**src/rtl/watch_time_keeper.sv**
```systemverilog
// ============================================================================
// Module   : watch_time_keeper
// Brief    : BCD time-of-day keeper with loadable time, prescaled seconds
//            and an optional 12 h mode (define WATCH_12H_EN).
// Revision : 1.0 - initial release
// ============================================================================
`default_nettype none

module watch_time_keeper #(
    parameter int TICKS_PER_SEC = 1000
) (
    input  logic       clk,
    input  logic       reset_n,
    input  logic       load,
    input  logic [3:0] set_h1,
    input  logic [3:0] set_h0,
    input  logic [3:0] set_m1,
    input  logic [3:0] set_m0,
    input  logic       run,
`ifdef WATCH_12H_EN
    input  logic       set_pm,
    output logic       pm,
`endif
    output logic [3:0] h1,
    output logic [3:0] h0,
    output logic [3:0] m1,
    output logic [3:0] m0,
    output logic [3:0] s1,
    output logic [3:0] s0,
    output logic       sec_tick,
    output logic       hour_pulse,
    output logic       load_err
);

    localparam logic [15:0] c_PRE_LAST = 16'(TICKS_PER_SEC - 1);

    typedef enum logic [1:0] {
        S_IDLE  = 2'd0,
        S_COUNT = 2'd1,
        S_TICK  = 2'd2
    } state_t;

    state_t      state_q, state_d;
    logic [15:0] pre_q, pre_d;
    logic [3:0]  h1_q, h0_q, m1_q, m0_q, s1_q, s0_q;
    logic [3:0]  h1_d, h0_d, m1_d, m0_d, s1_d, s0_d;
    logic        sec_tick_q, sec_tick_d;
    logic        hour_pulse_q, hour_pulse_d;
    logic        load_err_q, load_err_d;
`ifdef WATCH_12H_EN
    logic        pm_q, pm_d, inc_pm;
`endif

    logic [3:0]  inc_h1, inc_h0, inc_m1, inc_m0, inc_s1, inc_s0;
    logic        w_hour_roll, w_tc, w_legal, w_hours_ok;

    assign w_tc = run && (pre_q == c_PRE_LAST);

`ifdef WATCH_12H_EN
    assign w_hours_ok = ((set_h1 == 4'd0) && (set_h0 != 4'd0)) ||
                        ((set_h1 == 4'd1) && (set_h0 <= 4'd2));
`else
    assign w_hours_ok = (set_h1 < 4'd2) ||
                        ((set_h1 == 4'd2) && (set_h0 <= 4'd3));
`endif

    assign w_legal = w_hours_ok && (set_h0 <= 4'd9) &&
                     (set_m1 <= 4'd5) && (set_m0 <= 4'd9);

    // One-second increment of the current time, rippling carries upward.
    always_comb begin
        inc_h1      = h1_q;
        inc_h0      = h0_q;
        inc_m1      = m1_q;
        inc_m0      = m0_q;
        inc_s1      = s1_q;
        inc_s0      = s0_q;
        w_hour_roll = 1'b0;
`ifdef WATCH_12H_EN
        inc_pm      = pm_q;
`endif
        if (s0_q != 4'd9) begin
            inc_s0 = s0_q + 4'd1;
        end else begin
            inc_s0 = 4'd0;
            if (s1_q != 4'd5) begin
                inc_s1 = s1_q + 4'd1;
            end else begin
                inc_s1 = 4'd0;
                if (m0_q != 4'd9) begin
                    inc_m0 = m0_q + 4'd1;
                end else begin
                    inc_m0 = 4'd0;
                    if (m1_q != 4'd5) begin
                        inc_m1 = m1_q + 4'd1;
                    end else begin
                        inc_m1      = 4'd0;
                        w_hour_roll = 1'b1;
`ifdef WATCH_12H_EN
                        if ((h1_q == 4'd1) && (h0_q == 4'd2)) begin
                            inc_h1 = 4'd0;
                            inc_h0 = 4'd1;
                        end else if ((h1_q == 4'd1) && (h0_q == 4'd1)) begin
                            inc_h0 = 4'd2;
                            inc_pm = ~pm_q;
                        end else if (h0_q == 4'd9) begin
                            inc_h1 = 4'd1;
                            inc_h0 = 4'd0;
                        end else begin
                            inc_h0 = h0_q + 4'd1;
                        end
`else
                        if ((h1_q == 4'd2) && (h0_q == 4'd3)) begin
                            inc_h1 = 4'd0;
                            inc_h0 = 4'd0;
                        end else if (h0_q == 4'd9) begin
                            inc_h1 = h1_q + 4'd1;
                            inc_h0 = 4'd0;
                        end else begin
                            inc_h0 = h0_q + 4'd1;
                        end
`endif
                    end
                end
            end
        end
    end

    // Load beats the increment; an illegal load freezes time and prescaler.
    always_comb begin
        state_d      = state_q;
        pre_d        = pre_q;
        h1_d         = h1_q;
        h0_d         = h0_q;
        m1_d         = m1_q;
        m0_d         = m0_q;
        s1_d         = s1_q;
        s0_d         = s0_q;
        sec_tick_d   = 1'b0;
        hour_pulse_d = 1'b0;
        load_err_d   = 1'b0;
`ifdef WATCH_12H_EN
        pm_d         = pm_q;
`endif
        if (load && w_legal) begin
            h1_d    = set_h1;
            h0_d    = set_h0;
            m1_d    = set_m1;
            m0_d    = set_m0;
            s1_d    = 4'd0;
            s0_d    = 4'd0;
            pre_d   = 16'd0;
            state_d = run ? S_COUNT : S_IDLE;
`ifdef WATCH_12H_EN
            pm_d    = set_pm;
`endif
        end else if (load) begin
            load_err_d = 1'b1;
        end else begin
            if (run) begin
                pre_d = w_tc ? 16'd0 : pre_q + 16'd1;
            end
            if (w_tc) begin
                h1_d         = inc_h1;
                h0_d         = inc_h0;
                m1_d         = inc_m1;
                m0_d         = inc_m0;
                s1_d         = inc_s1;
                s0_d         = inc_s0;
                sec_tick_d   = 1'b1;
                hour_pulse_d = w_hour_roll;
`ifdef WATCH_12H_EN
                pm_d         = inc_pm;
`endif
            end
            case (state_q)
                S_IDLE:  state_d = run ? S_COUNT : S_IDLE;
                S_COUNT: state_d = w_tc ? S_TICK : (run ? S_COUNT : S_IDLE);
                S_TICK:  state_d = run ? S_COUNT : S_IDLE;
                default: state_d = S_IDLE;
            endcase
        end
    end

    always_ff @(posedge clk) begin
        if (!reset_n) begin
            state_q      <= S_IDLE;
            pre_q        <= 16'd0;
`ifdef WATCH_12H_EN
            h1_q         <= 4'd1;
            h0_q         <= 4'd2;
            pm_q         <= 1'b0;
`else
            h1_q         <= 4'd0;
            h0_q         <= 4'd0;
`endif
            m1_q         <= 4'd0;
            m0_q         <= 4'd0;
            s1_q         <= 4'd0;
            s0_q         <= 4'd0;
            sec_tick_q   <= 1'b0;
            hour_pulse_q <= 1'b0;
            load_err_q   <= 1'b0;
        end else begin
            state_q      <= state_d;
            pre_q        <= pre_d;
            h1_q         <= h1_d;
            h0_q         <= h0_d;
            m1_q         <= m1_d;
            m0_q         <= m0_d;
            s1_q         <= s1_d;
            s0_q         <= s0_d;
            sec_tick_q   <= sec_tick_d;
            hour_pulse_q <= hour_pulse_d;
            load_err_q   <= load_err_d;
`ifdef WATCH_12H_EN
            pm_q         <= pm_d;
`endif
        end
    end

    assign h1         = h1_q;
    assign h0         = h0_q;
    assign m1         = m1_q;
    assign m0         = m0_q;
    assign s1         = s1_q;
    assign s0         = s0_q;
    assign sec_tick   = sec_tick_q;
    assign hour_pulse = hour_pulse_q;
    assign load_err   = load_err_q;
`ifdef WATCH_12H_EN
    assign pm         = pm_q;
`endif

endmodule

`default_nettype wire

```
**config.mk**
```make
export PLATFORM = sky130hd
export DESIGN_NAME = watch_time_keeper
export DESIGN_NICKNAME = d
export VERILOG_FILES = /design/src/rtl/watch_time_keeper.sv
export SDC_FILE = /design/constraint.sdc
export NUM_CORES = 1
export LEC_CHECK = 0
export CELL_PAD_IN_SITES_DETAIL_PLACEMENT = 0
export CELL_PAD_IN_SITES_GLOBAL_PLACEMENT = 1
export CORE_ASPECT_RATIO = 1.25
export CORE_UTILIZATION = 25
export CTS_CLUSTER_SIZE = 25
export DETAILED_ROUTE_END_ITERATION = 8
export PLACE_DENSITY = 0.57
export SETUP_SLACK_MARGIN = 0.3
export SLEW_MARGIN = 20
export SYNTH_ARGS = -nofsm -noshare
export SYNTH_HDL_FRONTEND = slang
export SYNTH_SLANG_ARGS = --single-unit
```
**constraint.sdc**
```tcl
create_clock -name clk -period 2.5 [get_ports clk]
set_input_delay 0.375 -clock clk [delete_from_list [all_inputs] [get_ports clk]]
set_output_delay 0.375 -clock clk [all_outputs]
set_load 0.005 [all_outputs]
```
# Word-level counts from Yosys, hierarchy flattened
# Index checks and enable logic that the tools add are counted.
# Widths: inputs -> output; s select.
word_totals:
  reg_bits: 43
  input_bits: 20
classes:
  n_addsub: 7
  order_cmp: 5
  eq_ne: 14
  muxes: 37
  bitwise_logic: 4
  reduce_logical: 20
op_table:
  columns: ["op", "count"]
  rows:
  - ["$mux 4", 33]
  - ["$add 4x1->4 const B", 6]
  - ["$add 16x1->16 const B", 1]
  - ["$eq 16x10->1 const B", 1]
  - ["$mux 16", 1]
  - ["$eq 4x2->1 const B", 3]
  - ["$ne 2x1->1 const B", 5]
  - ["$le 4x4->1 const B", 2]
  - ["$ne 4x3->1 const B", 2]
  - ["$ne 4x4->1 const B", 2]
  - ["$logic_and 1x1->1", 7]
  - ["$reduce_and 7->1", 1]
  - ["$reduce_or 7->1", 1]
  - ["$reduce_and 6->1", 1]
  - ["$reduce_and 5->1", 1]
  - ["$eq 4x4->1 const B", 1]
  - ["$le 4x2->1 const B", 1]
  - ["$le 4x3->1 const B", 1]
  - ["$lt 4x2->1 const B", 1]
  - ["$not 1->1", 4]
  - ["$reduce_and 2->1", 2]
  - ["$reduce_and 4->1", 1]
  - ["$mux 1", 3]
  - ["$reduce_and 3->1", 1]
  - ["other kinds (5)", 5]

# Longest topological paths before layout
logic_depth:
  word_depth: 10
  ltp_mapped: 8

# Least setup slack after synthesis
# No wires, ideal clock.
synth_path:
  kind: "register to register"
  from: "reg pre_q[0]"
  to: "reg h1_q[1] (netlist: h1[1])"
  setup_time_ns: 0.119
  arrival_ns: 1.920
  setup_slack_ns: 0.462
  path_stages_with_launch: 7
  n_path_buf: 0
  period_less_slack_ns: 2.038
  path_cell_list: "dfxtp_1 -> ha_1 -> and4b_1 -> nand3_2 -> or4b_4 -> o21a_1 -> o221a_1"
synth_between:
  elab_chain_cells: 4
synth_lines:
  columns: ["item", "line_no", "source"]
  rows:
  - ["start: declaration", "44", "logic [15:0] pre_q, pre_d;"]
  - ["start signal: assignment", "206", "pre_q <= pre_d;"]
  - ["$eq 16x10->1", "57", "assign w_tc = run && (pre_q == c_PRE_LAST);"]
  - ["$logic_and 1x1->1", "57", null]
  - ["$reduce_bool 2->1 (no line)", null, null]
  - ["$reduce_and 7->1 (no line)", null, null]
  - ["end signal: assignment", "194", "h1_q <= 4'd0;"]
  - ["end signal: assignment", "207", "h1_q <= h1_d;"]
  - ["end: declaration", "45", "logic [3:0] h1_q, h0_q, m1_q, m0_q, s1_q, s0_q;"]
# No other way between the ends.
# A chain may end at the register's enable or synchronous reset.

# Final worst setup path
layout_path:
  from: "in run"
  to: "reg h1_q[1] (netlist: h1[1])"
layout_between:
  elab_chain_cells: 3
layout_lines:
  columns: ["item", "line_no", "source"]
  rows:
  - ["start: declaration", "19", "input logic run,"]
  - ["$logic_and 1x1->1", "57", null]
  - ["$reduce_bool 2->1 (no line)", null, null]
  - ["$reduce_and 7->1 (no line)", null, null]
# No other way between the ends.

==> results.ini <==
[grt]
grt_overflow=0
grt_first_pass_wirelength_um=11700
antenna_found_initial=0
grt-busiest-layer=met2
grt_max_degree=16
gr-usage-met2=0.242
grt.met1_usage=0.183
gr-usage-all-layers=0.144
grt_pass1_vias=2266
use_met3=0.0307

[clock_tree]
hold_buffers=0
cts_sinks=43
cts_tree=done
cts_max_level=2
clkLatencyLatePin_ns=0.29
clock-root-buffer=clkbuf_16
cts_buffer_depth=2
cts_inserted_buffers=5
path_clk_slew_ns=0.06

[final_layout]
fin_nets=376
area_delta_synth_final_pct=39.2
diodes=0
drive_above_1_share=0.130
nFillCells=992
stdcell_count=477

[timing]
fin_setup_tns_ns=0
tightest_slew_ns=0.473
setup-violations-final=0
period_needed_ns=2.08
slew_headroom=0.680
hold_viol_final=0
skew_ns=0.00481
report.final.slew_viol_count=0
finalWorstSetupSlack_ns=0.418
timing.final.crit_share=0.833
whs_ns=0.489
rsz0062_at_grt=false
max_freq_mhz=480

[yosys]
synth_edf_count=0
ys_ff_latch=43
netlist_area_sq_um=2410
yosys_warnings=0
ys_seq_area_frac=0.358
ys.flop_type=dfxtp_1
synthDistinctLibCells=55
avgSynthCellArea_sq_um=8.27
syn_nets=314
syn_inst=291
synthArstFlopShare=0

[worst_setup_path]
cp-end-kind=flop
crit_family=simple AND/OR/NAND/NOR gates
cpPeakStageDelay_ns=0.62
worst-path-buf-inv=1
cpMaxStageDelayCell=or4b_4
cp.arrival_ns=2.26
start_kind=primary input
reg2reg_from=pre_q[1]
crit_start=run
worstSetupPathType=primary input to flop
path_cells=clkdlybuf4s50_1, and4b_1, nand3_2, or4b_4, o21a_1, o221a_1
critPathMaxFanout=5
required_ns=2.68

[place]
dpl.cell_count=469
hpwlAfterDp_um=5230
numPortBuffers=46
dpl_worst_slack_ns=0.0881
gp_congestion=0.785

[status]
outcome=complete, no violations

[floorplan]
rows=39
die_y_um=112
design.core.area_sq_um=9220
die_x_um=89.7
dieArea_sq_um=10000
start_util=0.261
ios=47

[pwr]
ir_worst_vdd_mv=0.295
p_leak_nw=1.07
p_per_area_nw_per_um2=468

[worst_hold_path]
min_path_type=flop to flop
hold_start=pre_q[1]

[routing]
first_iter_violations=91
route.detailed.drc=0
vias=2351
drtAntennaViolNets=0
drt-wirelength-per-cell_um=14.5
wirelength_um=6920
viasPerCell=4.93
drtPass1Iterations=4

[run]
max-cap-violations=0

-- sequential cells by signal, indices dropped and copies added (netlist names) --
register	count
s0	4
load_err	1
h1	4
m0	4
s1	4
h0	4
hour_pulse	1
pre_q	16
m1	4
sec_tick	1
-- path summary, 6_finish.rpt --
check | end | depth (start not counted) | slack, ns
setup reg to reg | h1[1] | 6 | 0.43
hold / removal | pre_q[1] | 2 | 0.49
hold reg to reg | pre_q[1] | 2 | 0.49
setup / recovery | h1[1] | 6 | 0.42
-- layer usage --
layer  wire, um  up-vias  share of wire
li1           -     1197              -
met1       3290     1090           0.47
met3        289        9          0.042
met4         89        0          0.013
met2       3260       55           0.47
met5          0        -              0
-- layout make-up --
type | count | area (sq um) | area share
multi-input combinational | 227 | 1490 | 0.446
sequential | 43 | 862 | 0.257
clock inverter | 2 | 35.0 | 0.0105
clock buffer | 6 | 139 | 0.0415
timing repair buffer | 67 | 631 | 0.188
tap | 123 | 154 | 0.0460
inverter | 9 | 33.8 | 0.0101
-- stage by stage --
stage               power [mW]  cell area (sq um)   util
finish                    1.57               3350  0.363
global route              1.62               3350  0.363
detailed placement       0.807               3130  0.340
global placement         0.807               3130  0.340
floorplan                0.741               2410      -
CTS                       1.58               3310  0.359
-- repair_timing --
action | in CTS | in global routing
buffers inserted | 0 | 0
setup endpoints to repair | 0 | 23
gates resized for setup | 0 | 9
-- cell usage in the layout (no fill, tap or decap), drive strengths merged, types with 7 or more instances in the layout --
cell	n
a21oi	13
nor3	11
xor2	7
inv	9
nand2	26
nand4	9
clkdlybuf4s50	46
o21ai	13
dfxtp	43
or3	7
nand3	13
xnor2	14
nor2	35
nor4	9
buf	21
-- synthesized netlist by cell type, types with 8 or more instances --
library cell  number  area (sq um)
a21oi_1           13          65.1
clkbuf_1          10          37.5
dfxtp_1           43           861
inv_1              9          33.8
nand2_1           26          97.6
nand3_1           12          60.1
nand4_1            9          56.3
nor2_1            35           131
nor3_1            10          50.1
nor4_1             8          50.1
o21ai_0           13          65.1
xnor2_1           14           123
-- worst min-delay path, stage by stage (launching register included) --
cell and delay, ns:
dfxtp_2 0.34, nand2_1 0.06, a21oi_1 0.05
-- where the power goes --
group          total, mW  leakage (nW)  internal [mW]  switching [mW]
combinational     0.0969         0.641         0.0551          0.0418
sequential         0.694         0.347          0.689         0.00480
clock              0.777        0.0868          0.497           0.280
-- cells by family after synthesis --
kind of cell / after synthesis / share of synthesized area
AO/OA/AOI/OAI: 51 / 0.142
XOR/XNOR: 21 / 0.0764
adder cells (fa/ha/maj): 3 / 0.0156
buffers and inverters: 21 / 0.0374
flip-flops: 43 / 0.358
multiplexers: 5 / 0.0208
AND/OR/NAND/NOR: 147 / 0.349
No activity file was read; power rests on OpenSTA's default activity.
